### config.mk
export PLATFORM = sky130hd
export DESIGN_NAME = sik_prog_encoder_flat
export DESIGN_NICKNAME = d
export VERILOG_FILES = /design/src/rtl/sik_prog_encoder_if.sv /design/src/rtl/sik_prog_encoder.sv /design/src/flat_wrapper.sv
export SDC_FILE = /design/constraint.sdc
export NUM_CORES = 1
export LEC_CHECK = 0
export CAP_MARGIN = 10
export CORE_ASPECT_RATIO = 0.8
export CORE_UTILIZATION = 46
export CTS_CLUSTER_DIAMETER = 40
export CTS_CLUSTER_SIZE = 14
export DETAILED_ROUTE_END_ITERATION = 8
export GPL_TIMING_DRIVEN = 0
export PLACE_DENSITY = 0.82
export SLEW_MARGIN = 20
export SYNTH_ARGS = -nofsm -noshare
export SYNTH_HDL_FRONTEND = slang
export SYNTH_SLANG_ARGS = --single-unit
### constraint.sdc
create_clock -name clk -period 2.3 [get_ports clk]
set_input_delay 0.46 -clock clk [delete_from_list [all_inputs] [get_ports clk]]
set_output_delay 0.46 -clock clk [all_outputs]
set_load 0.005 [all_outputs]
### src/rtl/sik_prog_encoder_if.sv
// Request/write bus for the SIK program encoder: symbolic instruction in,
// encoded words out toward instruction memory, plus status.
interface sik_prog_encoder_if;
  logic        in_valid;
  logic        in_ready;
  logic        in_ext;
  logic [3:0]  in_op;
  logic [15:0] in_imm;
  logic        mem_we;
  logic [15:0] mem_addr;
  logic [15:0] mem_data;
  logic        err;
  logic        full;
  logic [16:0] words;

  modport master (
    output in_valid, in_ext, in_op, in_imm,
    input  in_ready, mem_we, mem_addr, mem_data, err, full, words
  );

  modport slave (
    input  in_valid, in_ext, in_op, in_imm,
    output in_ready, mem_we, mem_addr, mem_data, err, full, words
  );
endinterface

### src/rtl/sik_prog_encoder.sv
// SIK instruction encoder: turns opcode+immediate requests into 16-bit words,
// adding a prefix word for wide immediates, and writes them to sequential addresses.
module sik_prog_encoder #(
  parameter logic [15:0] BASE = 16'h0000,
  parameter logic [15:0] LAST = 16'hFFFF
) (
  input logic              clk,
  input logic              reset,
  sik_prog_encoder_if.slave bus
);

  typedef enum logic [1:0] {IDLE, WR_PRE, WR_OP} state_t;

  state_t      state;
  logic [15:0] held_op;
  logic        op_ok;
  logic        needs_pre;
  logic [15:0] enc_word;
  logic [15:0] pre_word;
  logic [15:0] slot;
  logic        last_write;
  logic        room_ok;
  logic        transfer;

  assign bus.in_ready = !bus.full && (state == IDLE || state == WR_OP);
  assign transfer     = bus.in_valid && bus.in_ready;

  // slot is where the first word of a newly accepted request would land
  always_comb begin
    op_ok      = bus.in_ext ? (bus.in_op >= 4'd1 && bus.in_op <= 4'd12)
                            : (bus.in_op >= 4'd1 && bus.in_op <= 4'd8);
    needs_pre  = !bus.in_ext && (bus.in_imm[15:12] != {4{bus.in_imm[11]}});
    enc_word   = bus.in_ext ? {12'h000, bus.in_op} : {bus.in_op, bus.in_imm[11:0]};
    pre_word   = {4'hF, 8'h00, bus.in_imm[15:12]};
    slot       = bus.mem_we ? bus.mem_addr + 16'd1 : bus.mem_addr;
    last_write = bus.mem_we && (bus.mem_addr == LAST);
    room_ok    = !last_write && !(needs_pre && slot == LAST);
  end

  always_ff @(posedge clk) begin
    if (!reset) begin
      state        <= IDLE;
      held_op      <= 16'h0000;
      bus.mem_we   <= 1'b0;
      bus.mem_addr <= BASE;
      bus.mem_data <= 16'h0000;
      bus.err      <= 1'b0;
      bus.full     <= 1'b0;
      bus.words    <= 17'd0;
    end else begin
      bus.err <= 1'b0;
      if (bus.mem_we) begin
        bus.words <= bus.words + 17'd1;
        if (bus.mem_addr == LAST)
          bus.full <= 1'b1;
        else
          bus.mem_addr <= bus.mem_addr + 16'd1;
      end

      case (state)
        WR_PRE: begin
          if (last_write) begin
            state      <= IDLE;
            bus.mem_we <= 1'b0;
          end else begin
            state        <= WR_OP;
            bus.mem_we   <= 1'b1;
            bus.mem_data <= held_op;
          end
        end
        default: begin
          if (transfer && op_ok && room_ok) begin
            bus.mem_we <= 1'b1;
            if (needs_pre) begin
              state        <= WR_PRE;
              bus.mem_data <= pre_word;
              held_op      <= enc_word;
            end else begin
              state        <= WR_OP;
              bus.mem_data <= enc_word;
            end
          end else begin
            // a rejected request still completes its handshake, it just pulses err
            if (transfer)
              bus.err <= 1'b1;
            state      <= IDLE;
            bus.mem_we <= 1'b0;
          end
        end
      endcase
    end
  end

endmodule

### src/flat_wrapper.sv
// flat-port wrapper written by rule: the top's interface ports become plain ports
module sik_prog_encoder_flat 
#(
  parameter logic [15:0] BASE = 16'h0000,
  parameter logic [15:0] LAST = 16'hFFFF
)
  (clk, reset, bus_in_valid, bus_in_ext, bus_in_op, bus_in_imm, bus_in_ready, bus_mem_we, bus_mem_addr, bus_mem_data, bus_err, bus_full, bus_words);
  sik_prog_encoder_if bus_i ();
  input logic clk;
  input logic reset;
  input wire logic [$bits(bus_i.in_valid)-1:0] bus_in_valid;
  input wire logic [$bits(bus_i.in_ext)-1:0] bus_in_ext;
  input wire logic [$bits(bus_i.in_op)-1:0] bus_in_op;
  input wire logic [$bits(bus_i.in_imm)-1:0] bus_in_imm;
  output wire logic [$bits(bus_i.in_ready)-1:0] bus_in_ready;
  output wire logic [$bits(bus_i.mem_we)-1:0] bus_mem_we;
  output wire logic [$bits(bus_i.mem_addr)-1:0] bus_mem_addr;
  output wire logic [$bits(bus_i.mem_data)-1:0] bus_mem_data;
  output wire logic [$bits(bus_i.err)-1:0] bus_err;
  output wire logic [$bits(bus_i.full)-1:0] bus_full;
  output wire logic [$bits(bus_i.words)-1:0] bus_words;
  assign bus_i.in_valid = bus_in_valid;
  assign bus_i.in_ext = bus_in_ext;
  assign bus_i.in_op = bus_in_op;
  assign bus_i.in_imm = bus_in_imm;
  assign bus_in_ready = bus_i.in_ready;
  assign bus_mem_we = bus_i.mem_we;
  assign bus_mem_addr = bus_i.mem_addr;
  assign bus_mem_data = bus_i.mem_data;
  assign bus_err = bus_i.err;
  assign bus_full = bus_i.full;
  assign bus_words = bus_i.words;
  sik_prog_encoder #(.BASE(BASE), .LAST(LAST)) u_core (.clk(clk), .reset(reset), .bus(bus_i));
endmodule
==> results of run 1 <==
-- cell type report --
cell class              count  area, µm²  area share, %
clock inverters             5       33.8          0.708
plain buffers              27        155           3.25
repair buffers             87        835           17.5
multi-input cells         314       2040           42.8
clock buffers              11        151           3.17
inverters                   7       26.3          0.550
well taps                  90        113           2.36
flip-flops and latches     70       1420           29.7
-- sequential cells by signal, indices dropped and copies added, names as in the netlist --
register             flops
u_core.bus.words        17
u_core.bus.mem_addr     16
u_core.bus.full          1
u_core.state             2
u_core.held_op          16
u_core.bus.err           1
u_core.bus.mem_data     16
u_core.bus.mem_we        1
-- layer usage --
metal | GRT usage (%) | vias to the layer above | routed length [µm]
met1 | 33.4 | 1679 | 4510
met4 | 7.21 | 0 | 114
met2 | 40.4 | 169 | 4750
met3 | 6.04 | 16 | 763
met5 | 0 | - | 0
li1 | - | 1709 | -
-- per-stage QoR --
stage	area (µm²)	hold slack [ns]	util [%]	worst slack, ns
floorplan	3490	0.438	-	0.00653
global placement	4340	0.445	59.0	-0.626
detailed placement	4340	0.448	59.0	-0.653
CTS	4610	0.460	62.7	0.00760
global route	4770	0.407	64.9	-0.0225
finish	4770	0.402	64.9	0.0499
-- final timing paths --
check | slack [ns] | depth (start not counted) | end | from
min | 0.40 | 3 | u_core.held_op[12] | bus_in_op[0]
max reg2reg | 0.06 | 10 | u_core.held_op[9] | u_core.bus.mem_addr[0]
min reg2reg | 0.46 | 2 | u_core.bus.mem_data[15] | u_core.bus.mem_data[15]
max | 0.05 | 9 | u_core.bus.mem_data[13] | bus_in_imm[11]
-- repair_timing --
action	4_1_cts	5_1_grt
setup endpoints to repair	39	48
gates cloned	0	0
setup buffers	1	12
pin swaps	1	10
gates resized for setup	21	30
-- power groups by stage --
| stage | Combinational (mW) | Clock, mW | Sequential (mW) |
|---|---|---|---|
| final | 0.530 | 0.925 | 1.34 |
| after floorplan | 0.257 | 0 | 1.35 |
| after global routing | 0.569 | 0.995 | 1.35 |
| after detailed placement | 0.481 | 0 | 1.36 |
| after global placement | 0.472 | 0 | 1.35 |
| after CTS | 0.490 | 0.938 | 1.33 |
-- layout by cell type (no fill, tap or decap), types with 8 or more instances in the layout --
cell and instances:
a21oi_1 18, clkbuf_1 14, o21ai_0 20, mux2i_1 18
a2bb2oi_1 8, nand2_1 60, o2111ai_1 8, dfxtp_1 61
nor2_1 44, clkbuf_8 11, clkdlybuf4s50_1 71, buf_4 14
xor2_1 12, a211oi_1 9, nand3_1 23, nand4_1 11
-- worst register-to-register path, stage by stage, from the launching register on --
cell and delay [ns]:
dfxtp_4 0.37, ha_4 0.19, nand3_4 0.14, nor4bb_1 0.33
a221o_1 0.22, a41oi_2 0.13, a21o_1 0.21, nand3_2 0.09
buf_8 0.14, buf_12 0.15, mux2i_1 0.20
-- cell families after synthesis --
family | synth area share (%)
flops | 40.2
simple gates | 25.3
mux | 6.45
xor+xnor | 4.52
compound gates | 17.7
buf+inv | 4.80
fa+ha+maj | 1.04
==> qor.csv, run 1 <==
metric;value;unit
post-synth top area share;40.2;%
Avg Inst Size Synth;8.31;µm²
cells along the critical path;clkdlybuf4s50_1 -> and4_1 -> a21oi_4 -> and2_4 -> a31oi_1 -> a31o_4 -> buf_4 -> o2111ai_1 -> o21ai_1;
input/output buffers;74;
Filler cells;614;
Max Root-Sink Buffers;2;
Synth Register Bits;70;
Critical Path Max Stage Delay;0.55;ns
Post-CTS Hold Buffers;0;
first-pass GRT wire length;15.6;mm
Netlist cell types;53;
chip height;79.9;µm
Clock Sink Count;70;
clock power share;33.1;%
Antenna Nets Post-Route;0;
delay-heaviest family, CP;compound AO/OA/AOI/OAI gates;
initial antenna violation count;0;
Int Pwr;2.00;mW
Hold Crit Class;in2reg;
type of origin of the critical path;input port;
GRT Util Overall;25.1;%
initial core utilization;47.4;%
Synth area leader;dfxtp_1;
Max Fanout on Critical Path;10;
Clock transition at path regs;0.07;ns
Final Setup Violations;0;
Sw Share;28.4;%
slew margin rel.;52.5;%
Period minus WS final;2.25;ns
Vias/cell;5.85;
GPL Wtd Cong;0.947;
Ys Warns;0;
WL final;10.1;mm
skew final;0.0147;ns
root buf cell;clkbuf_8;
worst path bufs/invs;2;
GR Overflow Total;0;
layout cell share with drive strength beyond 1;14.8;%
largest net degree at the start of global routing;13;
Max Clk Rate;444;MHz
vias in the first global route;3167;
CTS H-Tree Depth;3;
data arrival time of the worst path;2.53;ns
WP data required;2.58;ns
routed length per instance;16.6;µm
ranking of synthesized cells by area;dfxtp_1 (40%), nand2_1 (6.5%), mux2i_1 (5.2%);
run status;complete, no violations;
total power draw;2.79;mW
Crit Path Category;in2reg;
Max Cap Viol;0;
Top FF cell, synth;dfxtp_1;
Core Region;7360;µm²
Setup TNS;0;ns
Power Density;585;nW/µm²
CP max stage cell;clkdlybuf4s50_1;
post-DP HPWL;6.82;mm
NetSw;0.792;mW
CTS Buf Count;9;
row cnt;28;
crit share post-route;97.8;%
Comb pwr share;19.0;%
peak supply drop;334;µV
Commonest cells post-synth;dfxtp_1 (70), nand2_1 (60), nor2_1 (44);
Synth-to-Final Area Change;36.8;%
Post-Layout Cell Count;611;
# diodes;0;
sequential power share;47.9;%
drc violations;0;
die area;7940;µm²
cells after synthesis;420;
async set-reset flop share out of synthesis;0;%
CTS tree;done;
IO Pins;77;
kind of end point of the critical path;flop;
most frequent cell after synthesis;dfxtp_1;
Slew @ Worst Pin;0.713;ns
Synth Cell Area;3490;µm²
EDFF count, synth;0;
Via Count;3573;
LEAKAGE;1.81;nW
max-slew violations;0;
worst-skew pair later-pin latency;0.35;ns
Final Net Count;542;
DRT Pass-1 Iters;5;
Syn Nets;446;
# placed instances;584;
Final Hold Fails;0;
sequential area share after synthesis;40.2;%
Iter 0 DRT Violations;375;
die width;99.4;µm
Power figures use the tool's default switching activity.
==> run 2: changes to the inputs <==
CORE_ASPECT_RATIO = 1.75   (was 0.8)
==> qor.csv, run 2 (synthesis gave the netlist of run 1 again) <==
metric;value;unit
run status;complete, no violations;
die width;67.8;µm
Slew @ Worst Pin;0.590;ns
drc violations;0;
worst slack, placed;-0.722;ns
CTS Buf Count;9;
chip height;117;µm
CTS tree;done;
worst hold slack;0.398;ns
vias in the first global route;3283;
initial core utilization;47.9;%
Biggest register;u_core.bus.words;
most frequent cells in the layout;clkdlybuf4s50_1 (71), nand2_1 (60), dfxtp_1 (59);
crit share post-route;98.2;%
die area;7950;µm²
max-slew violations;0;
Max Root-Sink Buffers;2;
skew final;0.00339;ns
largest net degree at the start of global routing;13;
Core Region;7280;µm²
peak supply drop;477;µV
Crit Path Category;reg2reg;
post-DP HPWL;7.18;mm
Clock transition at path regs;0.06;ns
setup ws final;0.0415;ns
Setup TNS;0;ns
routed length per instance;16.7;µm
Hold Crit Class;in2reg;
Final Hold Fails;0;
Vias/cell;5.81;
GR Overflow Total;0;
Synth-to-Final Area Change;41.2;%
max FFs per register;17;
Antenna Nets Post-Route;0;
CTS H-Tree Depth;3;
Filler cells;598;
type of origin of the critical path;flop;
row cnt;41;
# diodes;0;
root buf cell;clkbuf_16;
Max Clk Rate;443;MHz
most common cell after layout, fill and taps aside;clkdlybuf4s50_1;
IO Pins;77;
Max Cap Viol;0;
delay-heaviest family, CP;compound AO/OA/AOI/OAI gates;
CP max stage cell;dfxtp_4;
slew margin rel.;60.7;%
worst-skew pair later-pin latency;0.34;ns
cells along the critical path;ha_4 -> nand3_4 -> nor4bb_1 -> a221o_1 -> a41oi_2 -> a21o_1 -> nand3_2 -> buf_8 -> clkbuf_16 -> mux2i_1;
GPL Wtd Cong;0.963;
WP data required;2.53;ns
Iter 0 DRT Violations;258;
Core Util, Final;67.7;%
Via Count;3573;
first-pass GRT wire length;15.6;mm
DRT Pass-1 Iters;5;
Period minus WS final;2.26;ns
worst path bufs/invs;2;
kind of end point of the critical path;flop;
initial antenna violation count;0;
Critical Path Max Stage Delay;0.39;ns
Max Fanout on Critical Path;9;
input/output buffers;74;
layout cell share with drive strength beyond 1;16.3;%
RSZ-0062 raised after global routing;yes;
GRT Util Overall;26.3;%
Final Setup Violations;0;
data arrival time of the worst path;2.49;ns
Final Net Count;550;
WL final;10.3;mm
LEAKAGE;1.90;nW
Clock Sink Count;70;
Power Density;644;nW/µm²
==> run 2: where the power goes <==
group          internal (mW)  switching, mW  total, mW
combinational          0.286          0.258      0.544
sequential              1.28         0.0585       1.34
clock                  0.758          0.530       1.29
==> run 2: worst paths after layout <==
kind                                        startpoint                      to  slack, ns  cells past startpoint
worst min register to register  u_core.bus.mem_data[2]  u_core.bus.mem_data[2]       0.46                      2
worst min-delay path                      bus_in_op[1]      u_core.held_op[13]       0.40                      3
worst max register to register  u_core.bus.mem_addr[0]       u_core.held_op[8]       0.04                     10
worst max-delay path            u_core.bus.mem_addr[0]       u_core.held_op[8]       0.04                     10
==> run 2: timing repair <==
item                       in CTS  in global routing
hold buffers                    0                  0
resized for setup              22                 31
gates cloned                    0                  1
setup endpoints to repair      38                 44
buffers inserted                3                 17
pin swaps                       3                  6
==> run 2: worst reg2reg max path: cells and delay by family, from the launching register on <==
kind | cells | cell delay, ns
AOI/OAI and AO/OA | 3 | 0.74
DFF | 1 | 0.39
muxes | 1 | 0.11
and+or+nand+nor | 3 | 0.39
buffers and inverters | 2 | 0.32
adders and majority gates | 1 | 0.18
==> run 2: per-stage QoR <==
stage          instance area (µm²)  std cells  total power [mW]
2_1_floorplan                 3490        420              1.61
3_3_place_gp                  4340        580              1.83
3_5_place_dp                  4340        580              1.84
4_1_cts                       4710        597              3.13
5_1_grt                       4930        615              3.29
6_report                      4930        615              3.17
==> run 2: cell type report <==
type                       count  area (µm²)  share of cell area, %
clock buffer                  11         243                   4.93
timing repair buffer          95         905                   18.4
buffer                        27         155                   3.15
multi-input combinational    314        2040                   41.4
tap                           86         108                   2.18
inverter                       7        26.3                  0.533
sequential                    70        1420                   28.8
clock inverter                 5        33.8                  0.685
==> run 2: routing by layer <==
layer	GRT usage (%)	vias up	share of wire (%)
met1	26.9	1677	36
met5	0	-	0
met4	15.1	0	3.7
met2	47.3	148	55
met3	5.81	34	5.1
li1	-	1714	-
==> RTL change 1 (flow settings as in run 2) <==
The 3 states of `state_t` get a one-hot encoding in 3 bits.
--- a/src/rtl/sik_prog_encoder.sv
+++ b/src/rtl/sik_prog_encoder.sv
@@ -9,7 +9,7 @@
   sik_prog_encoder_if.slave bus
 );
 
-  typedef enum logic [1:0] {IDLE, WR_PRE, WR_OP} state_t;
+  typedef enum logic [2:0] {IDLE = 3'b001, WR_PRE = 3'b010, WR_OP = 3'b100} state_t;
 
   state_t      state;
   logic [15:0] held_op;
Formal check against the unedited RTL: no difference found for any inputs over 10 cycles, from zero or initial values and one cycle with reset low; not proved beyond that.
==> RTL change 1 against run 2 <==
Final cell count increased by 0.16%; power increased by 9.1%; design area increased by 2.8%; sequential cell count increased by 1; sequential share of layout area decreased by 0.30 points; clock skew increased by 0.0027 ns; combinational power decreased by 24%; routed wire length increased by 8.0%; worst hold slack improved by 0.065 ns; setup slack got worse by 0.0040 ns; synthesized area increased by 0.82%; clock power increased by 35%.
==> RTL change 1: results (changes against run 2) <==
* Routed wire length at 11100 um (+8.0%)
* Global-route wire length before repair at 16800 um (+7.9%)
* Via count at 3730 (+4.4%)
* Root Driver: clkbuf_16
* Worst r2r src: u_core.bus.mem_addr[2]$_SDFFE_PN0P_
* VDD IR-drop max at 0.592 mV (+24%)
* Arrival @ worst endpoint at 2.53 ns (+0.04 ns)
* DP Area at 4380 um^2 (+0.89%)
* Yosys warning total at 0 (unchanged)
* Max clock buf depth at 2 (unchanged)
* Seq/Total Area, Yosys at 40.4% (+0.24 points)
* Comb pwr share at 12.0% (-5.1 points)
* Main area contributors after synthesis: dfxtp_1 (40%), nand2_1 (5.0%), a21oi_1 (4.8%)
* Pleak at 0.00175 uW (-7.7%)
* Worst Setup SP: u_core.bus.mem_addr[2]$_SDFFE_PN0P_
* Synth Flop Type: dfxtp_1
* CP top delay family: simple AND/OR/NAND/NOR gates
* Min-delay src: u_core.held_op[11]$_SDFFE_PN0P_
* Largest family of logic cells by synthesized area: simple AND/OR/NAND/NOR gates
* Status: complete, no violations
* Initial drt markers at 240 (-7.0%)
* Worst-Margin Slew at 0.624 ns (+0.0338 ns)
* Hold WC Path Type: flip-flop to flip-flop
* Crit path max-delay cell type: or3_4
* H-tree depth at 3 (unchanged)
* Asr flop ratio synth at 0% (unchanged)
* Fill count at 578 (-3.3%)
* IO buf count at 75 (+1.4%)
* FF-to-FF path depth at 10 (unchanged)
* Number of global-route vias before repair at 3593 (+9.4%)
* Syn Nets at 447 (+0.22%)
* Layout Cells excl Fill at 616 (+0.16%)
* Sw frac at 22.8% (-3.9 points)
* Post-Synth XOR/XNOR Area at 4.73% (+0.21 points)
* Fin crit share at 98.4% (+0.17 points)
* Share of cells above drive strength 1 at 17.9% (+1.7 points)
* CTS buffer count at 9 (unchanged)
* Crit Path Max Fanout at 8 (-1)
* Mapped Cells at 421 (+0.24%)
* Hold Path Sink: u_core.held_op[11]$_SDFFE_PN0P_
* Top post-synthesis cells by count: dfxtp_1 (71), nand2_1 (47), nor2_1 (43)
* Comb pwr at 415 uW (-24%)
* Synth unique cells at 59 (+11%)
* HPWL after DPL at 7530 um (+4.9%)
* GRT Total Usage at 27.7% (+1.4 points)
* Hold slack final at 0.462 ns (+0.0647 ns)
* DP Cell Count at 582 (+0.34%)
* Worst slack at placement at -0.851 ns (-0.130 ns)
* Layout Nets at 551 (+0.18%)
* Placer's final routability congestion estimate at 0.950 (-1.3%)
* CP max stage delay at 0.34 ns (-0.05 ns)
* Clk_skew at 0.00611 ns (+0.00272 ns)
* Crit path capture: u_core.bus.mem_data[13]$_SDFFE_PN0P_
* Hold path cells at 2 (-1)
* Post-synthesis mux area share at 1.21% (-5.2 points)
* Synth Area in Compound Gates at 20.5% (+2.8 points)
* Synthesized-area fraction occupied by adder cells at 0.996% (-0.044 points)
## RTL change 1: layer usage
layer	GRT usage (%)	wire length, um	share of wire (%)
met1	27.5	3950	36
met2	47.6	5700	51
met3	6.88	679	6.1
met4	18.8	780	7.0
met5	0	0	0
## RTL change 1: tightest hold or removal path: stages (launching register included)
cell	delay [ns]
dfxtp_1	0.31
nand2_1	0.05
o21ai_0	0.06
## RTL change 1: timing repair
| action | 4_1_cts | 5_1_grt |
|---|---|---|
| setup buffers | 6 | 9 |
| endpoints found under the setup margin | 36 | 39 |
| gates resized for setup | 24 | 47 |
| pin swaps | 6 | 11 |
| cloned | 0 | 3 |
## RTL change 1: layout make-up
class | count | area, um^2 | area share, %
plain buffers | 28 | 184 | 3.63
clock buffers | 11 | 243 | 4.79
clock inverters | 5 | 129 | 2.54
inverters | 7 | 26.3 | 0.519
multi-input cells | 315 | 2040 | 40.3
flip-flops and latches | 71 | 1450 | 28.5
well taps | 86 | 108 | 2.12
repair buffers | 93 | 892 | 17.6
==> RTL change 2 (settings of run 2) <==
Made on the original files. `LAST` is set to 16'hFFFF in 2 places; all go to 16'h7FFF.
--- a/src/rtl/sik_prog_encoder.sv
+++ b/src/rtl/sik_prog_encoder.sv
@@ -2,7 +2,7 @@
 // adding a prefix word for wide immediates, and writes them to sequential addresses.
 module sik_prog_encoder #(
   parameter logic [15:0] BASE = 16'h0000,
-  parameter logic [15:0] LAST = 16'hFFFF
+  parameter logic [15:0] LAST = 16'h7FFF
 ) (
   input logic              clk,
   input logic              reset,
--- a/src/flat_wrapper.sv
+++ b/src/flat_wrapper.sv
@@ -2,7 +2,7 @@
 module sik_prog_encoder_flat 
 #(
   parameter logic [15:0] BASE = 16'h0000,
-  parameter logic [15:0] LAST = 16'hFFFF
+  parameter logic [15:0] LAST = 16'h7FFF
 )
   (clk, reset, bus_in_valid, bus_in_ext, bus_in_op, bus_in_imm, bus_in_ready, bus_mem_we, bus_mem_addr, bus_mem_data, bus_err, bus_full, bus_words);
   sik_prog_encoder_if bus_i ();
Check against the original RTL: same outputs for any inputs over 10 cycles, from zero or initial values and one cycle with reset low; that may be too few to reach the edited logic, so the function may still have changed.
==> RTL change 2 against run 2 <==
The run now ends with setup timing left; final cell count is 0.65% higher; setup slack worse by 0.10 ns; non-clock buffer count is 3 higher; combinational power is 12% higher; die area is 0.28% lower; power is 13% higher; core utilization is 2.6 points higher; design area is 3.9% higher; sequential cell count stayed put; routed wire length is 5.7% higher; synthesized area is 0.29% lower; critical endpoint is now u_core.held_op[13]$_SDFFE_PN0P_; highest routed layer unchanged.
==> RTL change 2: results (changes against run 2) <==
* Status: complete, but fails checks
* Violated checks: setup timing
* Grt met2 use at 52.0% (+4.7 points)
* Synth unique cells at 50 (-5.7%)
* HPWL after DPL at 7150 um (-0.32%)
* GRT Total Usage at 27.9% (+1.6 points)
* Metal2 WL at 5860 um (+2.8%)
* Grt met1 use at 26.4% (-0.59 points)
* VDD IR-drop max at 0.480 mV (+0.65%)
* Met3 Wirelength at 665 um (+27%)
* Top post-synthesis cells by count: dfxtp_1 (70), nand2_1 (65), nor2_1 (42)
* Routed wire length at 10900 um (+5.7%)
* Finish-stage setup viols at 12 (+12)
* Via count at 3740 (+4.7%)
* Worst flop-to-flop path endpoint: u_core.held_op[4]$_SDFFE_PN0P_
* Post-CTS Setup Inserts at 16 (+13)
* Met1 Wirelength at 3890 um (+5.7%)
* Initial drt markers at 381 (+48%)
* Clk_skew at 0.00944 ns (+0.00605 ns)
* Syn Nets at 444 (-0.45%)
* Antenna violations before repair at 0 (unchanged)
* Global-route wire length before repair at 16600 um (+6.3%)
* Share of cells above drive strength 1 at 18.0% (+1.8 points)
* Layout Nets at 554 (+0.73%)
* # resized after CTS at 47 (+110%)
* Period minus WS final at 2.36 ns (+0.0997 ns)
* Global Route met3 Usage at 6.69% (+0.87 points)
* Setup WS post-layout at -0.0582 ns (-0.0997 ns)
* Crit Path Max Fanout at 7 (-2)
* Arrival @ worst endpoint at 2.62 ns (+0.13 ns)
* Worst R2R Setup Slack at -0.02 ns (-0.06 ns)
* Crit path capture: u_core.held_op[13]$_SDFFE_PN0P_
* Main area contributors after synthesis: dfxtp_1 (40%), nand2_1 (7.0%), nor2_1 (4.5%)
* Placer's final routability congestion estimate at 0.885 (-8.1%)
* Pleak at 0.00198 uW (+4.7%)
-- RTL change 2: changes by cell type after synthesis, moves of 8 or more --
cell,before,now
o2111ai_1,8,0
o21ai_0,22,14
a21oi_1,19,30
nor3_1,5,22
nand3_1,24,8
a2bb2oi_1,8,0
-- RTL change 2: layout make-up --
class	count	area, um^2
multi-input cells	313	2080
repair buffers	101	995
plain buffers	24	136
well taps	86	108
clock inverters	6	109
flip-flops and latches	70	1420
fillers	569	2160
inverters	9	33.8
clock buffers	10	239
-- RTL change 2: per-stage QoR --
stage | utilization, % | worst slack [ns] | TNS, ns | instances | instance area [um^2]
5_1_grt | 70.3 | -0.0992 | -1.86 | 619 | 5120
2_1_floorplan | - | -0.0887 | -1.77 | 418 | 3510
3_3_place_gp | 59.8 | -0.742 | -23.87 | 578 | 4350
4_1_cts | 68.0 | -0.0887 | -0.781 | 610 | 4950
6_report | 70.3 | -0.0582 | -0.252 | 619 | 5120
3_5_place_dp | 59.8 | -0.797 | -25.23 | 578 | 4350
-- RTL change 2: worst max-delay path: stages --
cell     delay (ns)
buf_2          0.21
inv_1          0.11
maj3_2         0.33
a211o_1        0.30
or3_4          0.38
o32a_1         0.19
buf_6          0.15
nor2_8         0.13
buf_8          0.15
mux2i_1        0.21
-- RTL change 2: where the power goes --
part	leakage (uW)	switching, uW	internal, uW
sequential	0.000576	66.5	1290
combinational	0.00124	296	314
clock	0.000172	520	1090
total	0.00198	883	2690
-- RTL change 2: kinds of logic (layout without fill, tap and decap cells) --
| family | count (synthesis) | count (layout) | share of synthesized area, % |
|---|---|---|---|
| AOI/OAI and AO/OA | 90 | 90 | 18.3 |
| xor gates and xnor gates | 16 | 16 | 4.03 |
| adders and majority gates | 3 | 3 | 1.04 |
| buffers and inverters | 35 | 150 | 4.57 |
| DFF | 70 | 70 | 40.3 |
| muxes | 17 | 17 | 4.96 |
| and+or+nand+nor | 187 | 187 | 26.8 |
-- RTL change 2: worst min path at each step --
| stage | slack (ns) | endpoint | cells past startpoint | from |
|---|---|---|---|---|
| floorplan | 0.43 | u_core.held_op[12]$_SDFFE_PN0P_ | 2 | u_core.held_op[12]$_SDFFE_PN0P_ |
| global placement | 0.44 | u_core.bus.mem_data[13]$_SDFFE_PN0P_ | 2 | u_core.bus.mem_data[13]$_SDFFE_PN0P_ |
| detailed placement | 0.45 | u_core.held_op[13]$_SDFFE_PN0P_ | 2 | u_core.held_op[13]$_SDFFE_PN0P_ |
| CTS | 0.38 | u_core.held_op[12]$_SDFFE_PN0P_ | 3 | bus_in_op[0] |
| global route | 0.40 | u_core.held_op[12]$_SDFFE_PN0P_ | 3 | bus_in_op[0] |
| finish | 0.39 | u_core.held_op[12]$_SDFFE_PN0P_ | 3 | bus_in_op[0] |
